**config.mk**
```make
export PLATFORM = sky130hd
export DESIGN_NAME = ps2_host_tx
export DESIGN_NICKNAME = d
export VERILOG_FILES = /design/src/rtl/ps2_pkg.sv /design/src/rtl/ps2_line_filter.sv /design/src/rtl/ps2_host_tx.sv
export SDC_FILE = /design/constraint.sdc
export NUM_CORES = 1
export LEC_CHECK = 0
export CORE_MARGIN = 8
export CORE_UTILIZATION = 39
export DETAILED_ROUTE_END_ITERATION = 8
export PLACE_DENSITY = 0.61
export SKIP_CTS_REPAIR_TIMING = 1
export SLEW_MARGIN = 20
export SYNTH_ARGS = -nofsm -noshare
export SYNTH_HDL_FRONTEND = slang
export SYNTH_SLANG_ARGS = --single-unit
```
**constraint.sdc**
```tcl
create_clock -name sysclk_buf -period 2.4 [get_ports sysclk_buf]
set_clock_uncertainty 0.2 [all_clocks]
set_input_delay 0.48 -clock sysclk_buf [delete_from_list [all_inputs] [get_ports sysclk_buf]]
set_output_delay 0.48 -clock sysclk_buf [all_outputs]
set_load 0.02 [all_outputs]
```
**src/rtl/ps2_pkg.sv**
```systemverilog
// ---------------------------------------------------------------------------
// ps2_pkg
// Shared definitions for the PS/2 host transmitter and its line filter:
//   - ps2_state_t : transmitter FSM state encoding
//   - DEF_*       : default cycle constants (50 MHz system clock)
//   - CMD_*       : common host-to-device PS/2 command bytes
//   - odd_parity  : parity bit that makes {parity, byte} odd
// ---------------------------------------------------------------------------
package ps2_pkg;

    typedef enum logic [3:0] {
        IDLE,
        INHIBIT,
        START,
        BITS,
        STOP,
        ACK,
        WAIT_IDLE,
        DONE,
        ERR
    } ps2_state_t;

    localparam int unsigned DEF_INHIBIT_CYCLES = 5000;     // 100 us
    localparam int unsigned DEF_TIMEOUT_CYCLES = 1000000;  // 20 ms
    localparam int unsigned DEF_FILTER_LEN     = 8;

    localparam logic [7:0] CMD_RESET  = 8'hFF;
    localparam logic [7:0] CMD_ENABLE = 8'hF4;
    localparam logic [7:0] CMD_RESEND = 8'hFE;

    function automatic logic odd_parity(input logic [7:0] d);
        return ~^d;
    endfunction

endpackage

```
**src/rtl/ps2_line_filter.sv**
```systemverilog
// ---------------------------------------------------------------------------
// ps2_line_filter
// Input conditioning for the PS/2 clock and data pins.
//   sysclk_buf  in   system clock
//   reset       in   synchronous, active-high
//   clk_raw     in   raw PS/2 clock pin (asynchronous)
//   data_raw    in   raw PS/2 data pin (asynchronous)
//   clk_filt    out  synchronized, glitch-filtered clock level
//   clk_fall    out  1-cycle pulse on a filtered 1->0 clock transition
//   data_sync   out  synchronized data level
// A new clock level is accepted only after FILTER_LEN consecutive
// synchronized samples disagree with the current filtered level.
// ---------------------------------------------------------------------------
module ps2_line_filter
    import ps2_pkg::*;
#(
    parameter int unsigned FILTER_LEN = DEF_FILTER_LEN
) (
    input  logic sysclk_buf,
    input  logic reset,
    input  logic clk_raw,
    input  logic data_raw,
    output logic clk_filt,
    output logic clk_fall,
    output logic data_sync
);

    localparam int unsigned CW = $clog2(FILTER_LEN) + 1;

    logic [1:0]    clk_meta;
    logic [1:0]    data_meta;
    logic [CW-1:0] cnt;

    always_ff @(posedge sysclk_buf) begin
        if (reset) begin
            clk_meta  <= '1;
            data_meta <= '1;
            clk_filt  <= 1'b1;
            clk_fall  <= 1'b0;
            cnt       <= '0;
        end else begin
            clk_meta  <= {clk_meta[0], clk_raw};
            data_meta <= {data_meta[0], data_raw};
            clk_fall  <= 1'b0;
            if (clk_meta[1] == clk_filt) begin
                cnt <= '0;
            end else if (cnt == CW'(FILTER_LEN - 1)) begin
                clk_filt <= clk_meta[1];
                // old filtered level 1 means this change is a falling edge
                clk_fall <= clk_filt;
                cnt      <= '0;
            end else begin
                cnt <= cnt + CW'(1);
            end
        end
    end

    assign data_sync = data_meta[1];

endmodule

```
**src/rtl/ps2_host_tx.sv**
```systemverilog
// ---------------------------------------------------------------------------
// ps2_host_tx
// Host-to-device PS/2 transmitter: sends one command byte to a mouse or
// keyboard through low-only output enables (pad: pin = oe ? 0 : 'z).
//   sysclk_buf   in   clock, 50 MHz
//   reset        in   synchronous, active-high
//   tx_data      in   command byte, LSB first on the wire
//   tx_valid     in   request, accepted when tx_valid & tx_ready
//   tx_ready     out  high only in IDLE
//   tx_done      out  1-cycle pulse: frame sent and ACKed
//   tx_error     out  1-cycle pulse: timeout or missing ACK
//   ps2_clk_in   in   raw PS/2 clock pin
//   ps2_data_in  in   raw PS/2 data pin
//   ps2_clk_oe   out  1 = pull clock low
//   ps2_data_oe  out  1 = pull data low
//   busy         out  high in every state except IDLE
// Optional build macro PS2_TX_RETRY_EN: up to two automatic retries of a
// failed frame before tx_error is reported.
// ---------------------------------------------------------------------------
module ps2_host_tx
    import ps2_pkg::*;
#(
    parameter int unsigned INHIBIT_CYCLES = DEF_INHIBIT_CYCLES,
    parameter int unsigned TIMEOUT_CYCLES = DEF_TIMEOUT_CYCLES,
    parameter int unsigned FILTER_LEN     = DEF_FILTER_LEN
) (
    input  logic       sysclk_buf,
    input  logic       reset,
    input  logic [7:0] tx_data,
    input  logic       tx_valid,
    output logic       tx_ready,
    output logic       tx_done,
    output logic       tx_error,
    input  logic       ps2_clk_in,
    input  logic       ps2_data_in,
    output logic       ps2_clk_oe,
    output logic       ps2_data_oe,
    output logic       busy
);

    localparam int unsigned CNT_MAX = (TIMEOUT_CYCLES > INHIBIT_CYCLES) ?
                                      TIMEOUT_CYCLES : INHIBIT_CYCLES;
    localparam int unsigned CNT_W   = $clog2(CNT_MAX + 1);

    ps2_state_t       state;
    logic [8:0]       shreg;
    logic [3:0]       bitcnt;
    logic [CNT_W-1:0] cnt;
    logic             ack_bit;
    logic             clk_filt;
    logic             clk_fall;
    logic             data_sync;
    logic             last_try;

`ifdef PS2_TX_RETRY_EN
    logic [1:0] retry_cnt;
    assign last_try = (retry_cnt == 2'd2);
`else
    assign last_try = 1'b1;
`endif

    ps2_line_filter #(
        .FILTER_LEN (FILTER_LEN)
    ) u_filter (
        .sysclk_buf (sysclk_buf),
        .reset      (reset),
        .clk_raw    (ps2_clk_in),
        .data_raw   (ps2_data_in),
        .clk_filt   (clk_filt),
        .clk_fall   (clk_fall),
        .data_sync  (data_sync)
    );

    // shreg is indexed by bitcnt rather than shifted, so it still holds the
    // latched byte when a retry restarts the frame.
    always_ff @(posedge sysclk_buf) begin
        if (reset) begin
            state       <= IDLE;
            tx_ready    <= 1'b1;
            busy        <= 1'b0;
            tx_done     <= 1'b0;
            tx_error    <= 1'b0;
            ps2_clk_oe  <= 1'b0;
            ps2_data_oe <= 1'b0;
            shreg       <= '0;
            bitcnt      <= '0;
            cnt         <= '0;
            ack_bit     <= 1'b1;
`ifdef PS2_TX_RETRY_EN
            retry_cnt   <= '0;
`endif
        end else begin
            tx_done  <= 1'b0;
            tx_error <= 1'b0;
            case (state)
                IDLE: begin
                    if (tx_valid && tx_ready) begin
                        shreg      <= {odd_parity(tx_data), tx_data};
                        cnt        <= '0;
                        ps2_clk_oe <= 1'b1;
                        tx_ready   <= 1'b0;
                        busy       <= 1'b1;
                        state      <= INHIBIT;
`ifdef PS2_TX_RETRY_EN
                        retry_cnt  <= '0;
`endif
                    end
                end

                INHIBIT: begin
                    if (cnt == CNT_W'(INHIBIT_CYCLES - 1)) begin
                        ps2_clk_oe <= 1'b0;
                        cnt        <= '0;
                        bitcnt     <= '0;
                        state      <= START;
                    end else begin
                        cnt <= cnt + CNT_W'(1);
                        // start bit appears during the final inhibit cycle
                        if (cnt == CNT_W'(INHIBIT_CYCLES - 2)) begin
                            ps2_data_oe <= 1'b1;
                        end
                    end
                end

                START, BITS, STOP, ACK, WAIT_IDLE: begin
                    if (cnt == CNT_W'(TIMEOUT_CYCLES - 1)) begin
                        ps2_clk_oe  <= 1'b0;
                        ps2_data_oe <= 1'b0;
                        tx_error    <= last_try;
                        state       <= ERR;
                    end else begin
                        cnt <= cnt + CNT_W'(1);
                        case (state)
                            START: begin
                                if (clk_fall) begin
                                    ps2_data_oe <= ~shreg[0];
                                    bitcnt      <= 4'd1;
                                    state       <= BITS;
                                end
                            end
                            BITS: begin
                                if (clk_fall) begin
                                    if (bitcnt == 4'd9) begin
                                        ps2_data_oe <= 1'b0;  // stop bit
                                        state       <= STOP;
                                    end else begin
                                        ps2_data_oe <= ~shreg[bitcnt];
                                        bitcnt      <= bitcnt + 4'd1;
                                    end
                                end
                            end
                            STOP: begin
                                if (clk_fall) begin
                                    ack_bit <= data_sync;
                                    state   <= ACK;
                                end
                            end
                            ACK: begin
                                if (ack_bit) begin
                                    tx_error <= last_try;
                                    state    <= ERR;
                                end else begin
                                    state <= WAIT_IDLE;
                                end
                            end
                            WAIT_IDLE: begin
                                if (clk_filt && data_sync) begin
                                    tx_done <= 1'b1;
                                    state   <= DONE;
                                end
                            end
                            default: ;
                        endcase
                    end
                end

                DONE: begin
                    tx_ready <= 1'b1;
                    busy     <= 1'b0;
                    state    <= IDLE;
                end

                ERR: begin
`ifdef PS2_TX_RETRY_EN
                    if (!last_try) begin
                        retry_cnt  <= retry_cnt + 2'd1;
                        cnt        <= '0;
                        ps2_clk_oe <= 1'b1;
                        state      <= INHIBIT;
                    end else begin
                        tx_ready <= 1'b1;
                        busy     <= 1'b0;
                        state    <= IDLE;
                    end
`else
                    tx_ready <= 1'b1;
                    busy     <= 1'b0;
                    state    <= IDLE;
`endif
                end

                default: begin
                    ps2_clk_oe  <= 1'b0;
                    ps2_data_oe <= 1'b0;
                    tx_ready    <= 1'b1;
                    busy        <= 1'b0;
                    state       <= IDLE;
                end
            endcase
        end
    end

endmodule

```
======== Word-level counts from Yosys, hierarchy flattened ========
Index checks and enable logic that the tools add are counted.
cells by class
  divide/modulo/power cells ............... 0
  $mul .................................... 0
  reduce and logical (&&, ||, !) cells .... 23
  shift-type cells ........................ 0
  order comparisons ....................... 1
  bitwise operators ....................... 10
  multiplexer cells ....................... 43
  add/subtract/negate cells ............... 3
  equal/unequal tests ..................... 31
operators with widths
  operator               count
  $mux 20                3
  $pmux 20 s3            1
  $mux 4                 14
  $eq 20x13->1 const B   2
  $add 20x1->20 const B  1
  $eq 20x20->1 const B   1
  $eq 4x3->1 const B     5
  $pmux 4 s5             1
  $pmux 4 s2             2
  $mux 1                 15
  $ne 2x2->1 const B     6
  $ne 4x3->1 const B     3
  $ne 4x4->1 const B     3
  $pmux 4 s3             1
  $not 1->1              10
  $reduce_or 3->1        3
  $add 4x1->4 const B    2
  $eq 4x2->1 const B     2
  $eq 4x4->1 const B     2
  $reduce_and 4->1       2
  $reduce_and 8->1       1
  $reduce_xnor 8->1      1
  $ne 7x7->1 const B     1
  $reduce_and 7->1       1
  other kinds (20)       28
word-level totals
  memory bits (writable) .................. 0
  logic and storage cells ................. 127
  memories kept ........................... 0
  latch bits .............................. 0
  bits in registers ....................... 54
  output and inout port bits .............. 6
  bits of input ports ..................... 13
  memory bits (read-only) ................. 0

======== Longest topological paths before layout ========
  depth in word-level cells ............... 8
  gate-level depth with buffers ........... 10
  depth with buffers taken out ............ 8

======== By module ========
A second synthesis with hierarchy kept.
second synthesis, totals
  cells, all modules ...................... 331
  area, all modules ....................... 2849.0 µm²
by module, submodules not included
  module           cells each  area an instance (µm²)  instances
  ps2_host_tx      301         2496.1                  1
  ps2_line_filter  30          352.8                   1

======== Worst setup path before layout ========
Ideal clock, no wire load.
  path kind ............................... register to register
  from .................................... register cnt[1]
  to ...................................... register cnt[9]
  arrival ................................. 2.022 ns
  required time ........................... 2.086 ns
  setup slack ............................. 0.064 ns
  setup time .............................. 0.114 ns
  stages on the path, launching flop included .. 10
  clock period less this slack ............ 2.336 ns
  path through ............................ dfxtp_1 ha_1 nand4_2 or2_4 or4_1 buf_2 buf_2 nand4_1 xor2_1 nor2_1
on the way
  word-level cells in the longest chain between the ends .. 3
ends and longest elaborated chain
  element                                                 RTL line                                source
  start: declaration                                      ps2_host_tx.sv:48                       logic [CNT_W-1:0] cnt;
  start signal: assignment                                ps2_host_tx.sv:117                      cnt <= cnt + CNT_W'(1);
  start signal: assignment                                ps2_host_tx.sv:132                      cnt <= cnt + CNT_W'(1);
  $add 20x1->20, or another cell as far along             ps2_host_tx.sv:117, ps2_host_tx.sv:132
  $mux 20, or another cell as far along                   ps2_host_tx.sv:126                      if (cnt == CNT_W'(TIMEOUT_CYCLES - 1)) begin
  $pmux 20 s3 / $reduce_and 3->1 (equally long branches)  n/a
Several ways; a longest one is shown, not always the timed one. The select of a mux whose other input is x is not followed.
A chain may end at the register's enable or synchronous reset.

======== Worst setup path after layout ========
  from .................................... register cnt[18]
  to ...................................... register cnt[3]
on the way
  word-level cells in the longest chain between the ends .. 3
ends and longest elaborated chain
  element                                                 RTL line
  $eq 20x13->1 / $eq 20x20->1 (equally long branches)     ps2_host_tx.sv:111, ps2_host_tx.sv:126
  $mux 20 / $ne 2x2->1 (equally long branches)            n/a
  $pmux 20 s3 / $reduce_and 3->1 (equally long branches)  n/a
Several ways; a longest one is shown, not always the timed one.

==> metrics.txt <==
# TYPE chip_impl_metric gauge
chip_impl_metric{name="crit_path_max_incr_delay",unit="ps"} 450
chip_impl_metric{name="area_growth",unit="%"} 18.3
chip_impl_metric{name="slew_viol_final",unit=""} 0
chip_impl_info{name="rr_endpoint",value="cnt[3]$_SDFFE_PP0P_"} 1
chip_impl_metric{name="finalSetupViolations",unit=""} 0
chip_impl_metric{name="num_vias",unit=""} 2493
chip_impl_info{name="setup.worst_path.class",value="flop to flop"} 1
chip_impl_metric{name="cts_htree_levels",unit=""} 2
chip_impl_metric{name="switchingPower",unit="mW"} 0.909
chip_impl_metric{name="layout_nets",unit=""} 391
chip_impl_metric{name="grt_max_degree",unit=""} 19
chip_impl_metric{name="grt.total_usage",unit=""} 0.131
chip_impl_metric{name="worst_setup_hold_path_clk_slew",unit="ps"} 110
chip_impl_metric{name="cts_buffer_depth",unit=""} 2
chip_impl_metric{name="avgViaCountPerCell",unit=""} 5.27
chip_impl_metric{name="start_util",unit=""} 0.404
chip_impl_metric{name="min_period_over_period",unit=""} 0.941
chip_impl_metric{name="grt_first_pass_wirelength",unit="um"} 11200
chip_impl_metric{name="die_h",unit="um"} 103
chip_impl_metric{name="cellPowerDensity",unit="mW/mm^2"} 731
chip_impl_metric{name="synth-seq-cells",unit=""} 54
chip_impl_metric{name="synth_enable_flop_cells",unit=""} 0
chip_impl_info{name="critical_path.top_delay_family",value="simple AND/OR/NAND/NOR gates"} 1
chip_impl_info{name="unrepaired_setup_endpoints_after_global_routing",value="no"} 1
chip_impl_metric{name="clock_power_share",unit=""} 0.209
chip_impl_metric{name="worst-r2r-setup-slack",unit="ps"} 140
chip_impl_info{name="min_delay_worst_endpoint",value="u_filter.data_meta[1]$_SDFF_PP1_"} 1
chip_impl_info{name="outcome",value="finished, final reports clean"} 1
chip_impl_metric{name="post_layout_minimum_cycle_time",unit="ps"} 2260
chip_impl_metric{name="detail_route.iter0.violations",unit=""} 104
chip_impl_metric{name="synth-seq-area-share",unit=""} 0.367
chip_impl_metric{name="place_hpwl",unit="um"} 5050
chip_impl_metric{name="cellLeakagePower",unit="nW"} 1.24
chip_impl_metric{name="path_depth_of_the_worst_reg2reg_path",unit=""} 8
chip_impl_metric{name="drt_first_pass_iters",unit=""} 4
chip_impl_metric{name="postSynthAreaPerCell",unit="sq um"} 8.76
chip_impl_metric{name="holdPathStages",unit=""} 1
chip_impl_info{name="hold_class",value="flop to flop"} 1
chip_impl_metric{name="worstMarginPinSlew",unit="ps"} 457
chip_impl_info{name="endpoint_kind",value="flop"} 1
chip_impl_metric{name="post_synth_num_cell_types",unit=""} 66
chip_impl_metric{name="fillers",unit=""} 742
chip_impl_metric{name="netSwitchingFraction",unit=""} 0.357
chip_impl_metric{name="rows",unit=""} 31
chip_impl_metric{name="n_antenna_cell",unit=""} 0
chip_impl_info{name="cpMaxStageDelayCell",value="or4_4"} 1
chip_impl_metric{name="cts_inserted_buffers",unit=""} 5
chip_impl_metric{name="number_of_global_route_vias_before_repair",unit=""} 2396
chip_impl_info{name="worstReg2RegStart",value="cnt[18]$_SDFFE_PP0P_"} 1
chip_impl_metric{name="antenna_violating_nets_post_route",unit=""} 0
chip_impl_metric{name="power_frac_seq",unit=""} 0.406
chip_impl_metric{name="fin_tns_setup",unit="ps"} 0
chip_impl_metric{name="finalPower",unit="mW"} 2.55
chip_impl_metric{name="drv.max_cap_violation_count",unit=""} 0
chip_impl_metric{name="internal_power",unit="mW"} 1.64
chip_impl_metric{name="timing.critical_path.required",unit="ps"} 2410
chip_impl_metric{name="vdd_ir_drop_max",unit="mV"} 0.294
chip_impl_metric{name="core-area",unit="sq mm"} 0.00729
chip_impl_info{name="clock_tree_from_tritoncts",value="built"} 1
chip_impl_metric{name="globalRoute.totalOverflow",unit=""} 0
chip_impl_metric{name="crit_path_arrival_time",unit="ps"} 2270
chip_impl_metric{name="numClockSinks",unit=""} 54
chip_impl_metric{name="clock_insertion_delay_worst_skew",unit="ps"} 310
chip_impl_metric{name="floorplan.die.width",unit="um"} 103
chip_impl_info{name="cts-root-buf",value="clkbuf_8"} 1
chip_impl_metric{name="ys_async_sr_fraction",unit=""} 0
chip_impl_metric{name="synthesized_area",unit="sq mm"} 0.00294
chip_impl_metric{name="io-pin-count",unit=""} 19
chip_impl_info{name="worstSetupStartpointType",value="flop"} 1
chip_impl_metric{name="detail_route.wirelength",unit="um"} 6530
chip_impl_metric{name="comb_power_share",unit=""} 0.385
chip_impl_info{name="holdCritStartpoint",value="u_filter.data_meta[0]$_SDFF_PP1_"} 1
chip_impl_metric{name="drcViolationCount",unit=""} 0
chip_impl_metric{name="share_of_cells_above_drive_strength_1",unit=""} 0.187
chip_impl_metric{name="rel_slew_slack",unit=""} 0.693
chip_impl_metric{name="fin_util",unit=""} 0.478
chip_impl_info{name="worstPathCellList",value="nor4b_4, nand3_1, or4_4, o211ai_2, buf_4, a21o_1, buf_12, nor2_1"} 1
chip_impl_metric{name="timing.critical_path.fanout_max",unit=""} 15
chip_impl_metric{name="detail_route.wl_per_cell",unit="um"} 13.8
chip_impl_metric{name="antenna_violations_before_repair",unit=""} 0
chip_impl_metric{name="postSynthCellCount",unit=""} 336
chip_impl_metric{name="dieArea",unit="sq mm"} 0.0106
chip_impl_metric{name="ys.warnings.count",unit=""} 0
chip_impl_metric{name="gp_routability_congestion",unit=""} 0.881
chip_impl_metric{name="port_buffers",unit=""} 18
chip_impl_metric{name="critical_path.n_buffers_inverters",unit=""} 2
chip_impl_metric{name="synth_fp_nets",unit=""} 354
chip_impl_info{name="dominantRegCellSynth",value="dfxtp_1"} 1
chip_impl_metric{name="hold_violations",unit=""} 0
chip_impl_metric{name="upper_clock_frequency_limit",unit="MHz"} 443
==> power groups by stage <==
stage | clock, mW | sequential [mW] | combinational (mW)
final | 0.532 | 1.03 | 0.979
after global routing | 0.591 | 1.04 | 1.08
after CTS | 0.550 | 1.03 | 0.974
after detailed placement | 0 | 1.05 | 0.969
after global placement | 0 | 1.04 | 0.958
after floorplan | 0 | 1.06 | 0.646
==> per-stage QoR <==
step,hold slack (ps),setup slack (ps),area [sq um],cells
3_5_place_dp,197,1.71,3350,465
3_3_place_gp,191,26.0,3350,465
5_1_grt,243,3.58,3480,473
6_report,221,141,3480,473
4_1_cts,224,13.3,3450,473
2_1_floorplan,189,63.8,2940,336
==> Yosys cell counts (all sizes together) (2+ instances only) <==
| cell type | instances | area [sq um] |
|---|---|---|
| a211o | 3 | 26.3 |
| a21boi | 2 | 15.0 |
| a21o | 3 | 22.5 |
| a21oi | 12 | 63.8 |
| a31oi | 3 | 18.8 |
| and3 | 6 | 40.0 |
| and4b | 2 | 22.5 |
| buf | 14 | 123 |
| clkbuf | 5 | 22.5 |
| dfxtp | 54 | 1080 |
| ha | 5 | 62.6 |
| inv | 6 | 22.5 |
| mux2i | 13 | 130 |
| nand2 | 23 | 88.8 |
| nand2b | 2 | 12.5 |
| nand3 | 22 | 110 |
| nand3b | 6 | 45.0 |
| nand4 | 9 | 62.6 |
| nor2 | 43 | 164 |
| nor2b | 5 | 31.3 |
| nor3 | 14 | 75.1 |
| nor3b | 2 | 15.0 |
| nor4 | 7 | 58.8 |
| nor4b | 5 | 56.3 |
| o211ai | 3 | 27.5 |
| o21ai | 9 | 45.0 |
| o31ai | 2 | 15.0 |
| or2 | 7 | 46.3 |
| or3 | 2 | 13.8 |
| or4 | 4 | 33.8 |
| xnor2 | 12 | 105 |
| xor2 | 14 | 123 |
==> layout by cell type (no fill, tap or decap), drive strengths merged, types with 2 or more instances in the layout <==
master	instances
clkdlybuf4s50	18
xor2	14
mux2i	13
buf	31
nor3b	2
a31oi	3
o31ai	2
nand3	22
a21o	3
a211o	3
nand3b	6
nor2	43
or2	7
o21ai	9
dfxtp	54
xnor2	12
nand2	23
nor2b	5
o211ai	3
nand4	9
and4b	2
a21boi	2
and3	6
nand2b	2
inv	7
or3	2
clkbuf	5
or4	4
nor3	14
a21oi	12
nor4	7
ha	5
nor4b	5
==> worst register-to-register path, stage by stage (launching register included) <==
cell	delay [ps]
dfxtp_1	370
nor4b_4	320
nand3_1	120
or4_4	450
o211ai_2	170
buf_4	150
a21o_1	180
buf_12	150
nor2_1	60
==> sequential cells by signal, summed over array words and instances, names as in the netlist <==
name / count
ps2_clk_oe: 1
ps2_data_oe: 1
u_filter.data_meta: 2
bitcnt: 4
tx_done: 1
tx_ready: 1
ack_bit: 1
shreg: 9
busy: 1
u_filter.clk_meta: 2
u_filter.clk_filt: 1
state: 4
u_filter.cnt: 4
cnt: 20
tx_error: 1
u_filter.clk_fall: 1
==> layer usage <==
layer	track usage	vias up	share of wire
met2	0.200	48	0.44
met5	0	-	0
li1	-	1281	-
met3	0.0250	5	0.041
met1	0.180	1159	0.50
met4	0.0423	0	0.011
==> worst max path at each step <==
stage | start | endpoint | slack [ps] | depth (start not counted)
after floorplan | cnt[1]$_SDFFE_PP0P_ | cnt[9]$_SDFFE_PP0P_ | 60 | 9
after global placement | tx_valid | cnt[10]$_SDFFE_PP0P_ | 30 | 7
after detailed placement | tx_valid | cnt[17]$_SDFFE_PP0P_ | 2 | 7
after CTS | cnt[0]$_SDFFE_PP0P_ | cnt[6]$_SDFFE_PP0P_ | 10 | 8
after global routing | cnt[0]$_SDFFE_PP0P_ | cnt[7]$_SDFFE_PP0P_ | 4 | 8
final | cnt[18]$_SDFFE_PP0P_ | cnt[3]$_SDFFE_PP0P_ | 140 | 8
==> logic make-up (layout without fill, tap and decap cells) <==
family	after synthesis	in the layout	synth area share
AND/OR/NAND/NOR	162	162	0.306
flip-flops	54	54	0.367
AO/OA/AOI/OAI	50	50	0.119
XOR/XNOR	26	26	0.0773
buffers and inverters	25	63	0.0569
multiplexers	14	14	0.0518
adder cells (fa/ha/maj)	5	5	0.0212
==> cell type report <==
class                   count  area, sq um  area share
flip-flops and latches     54         1080       0.311
clock inverters             3         25.0     0.00718
repair buffers             49          425       0.122
inverters                   6         22.5     0.00647
multi-input cells         257         1730       0.497
clock buffers               5         68.8      0.0198
well taps                  99          124      0.0356
No activity file was read; power rests on OpenSTA's default activity.
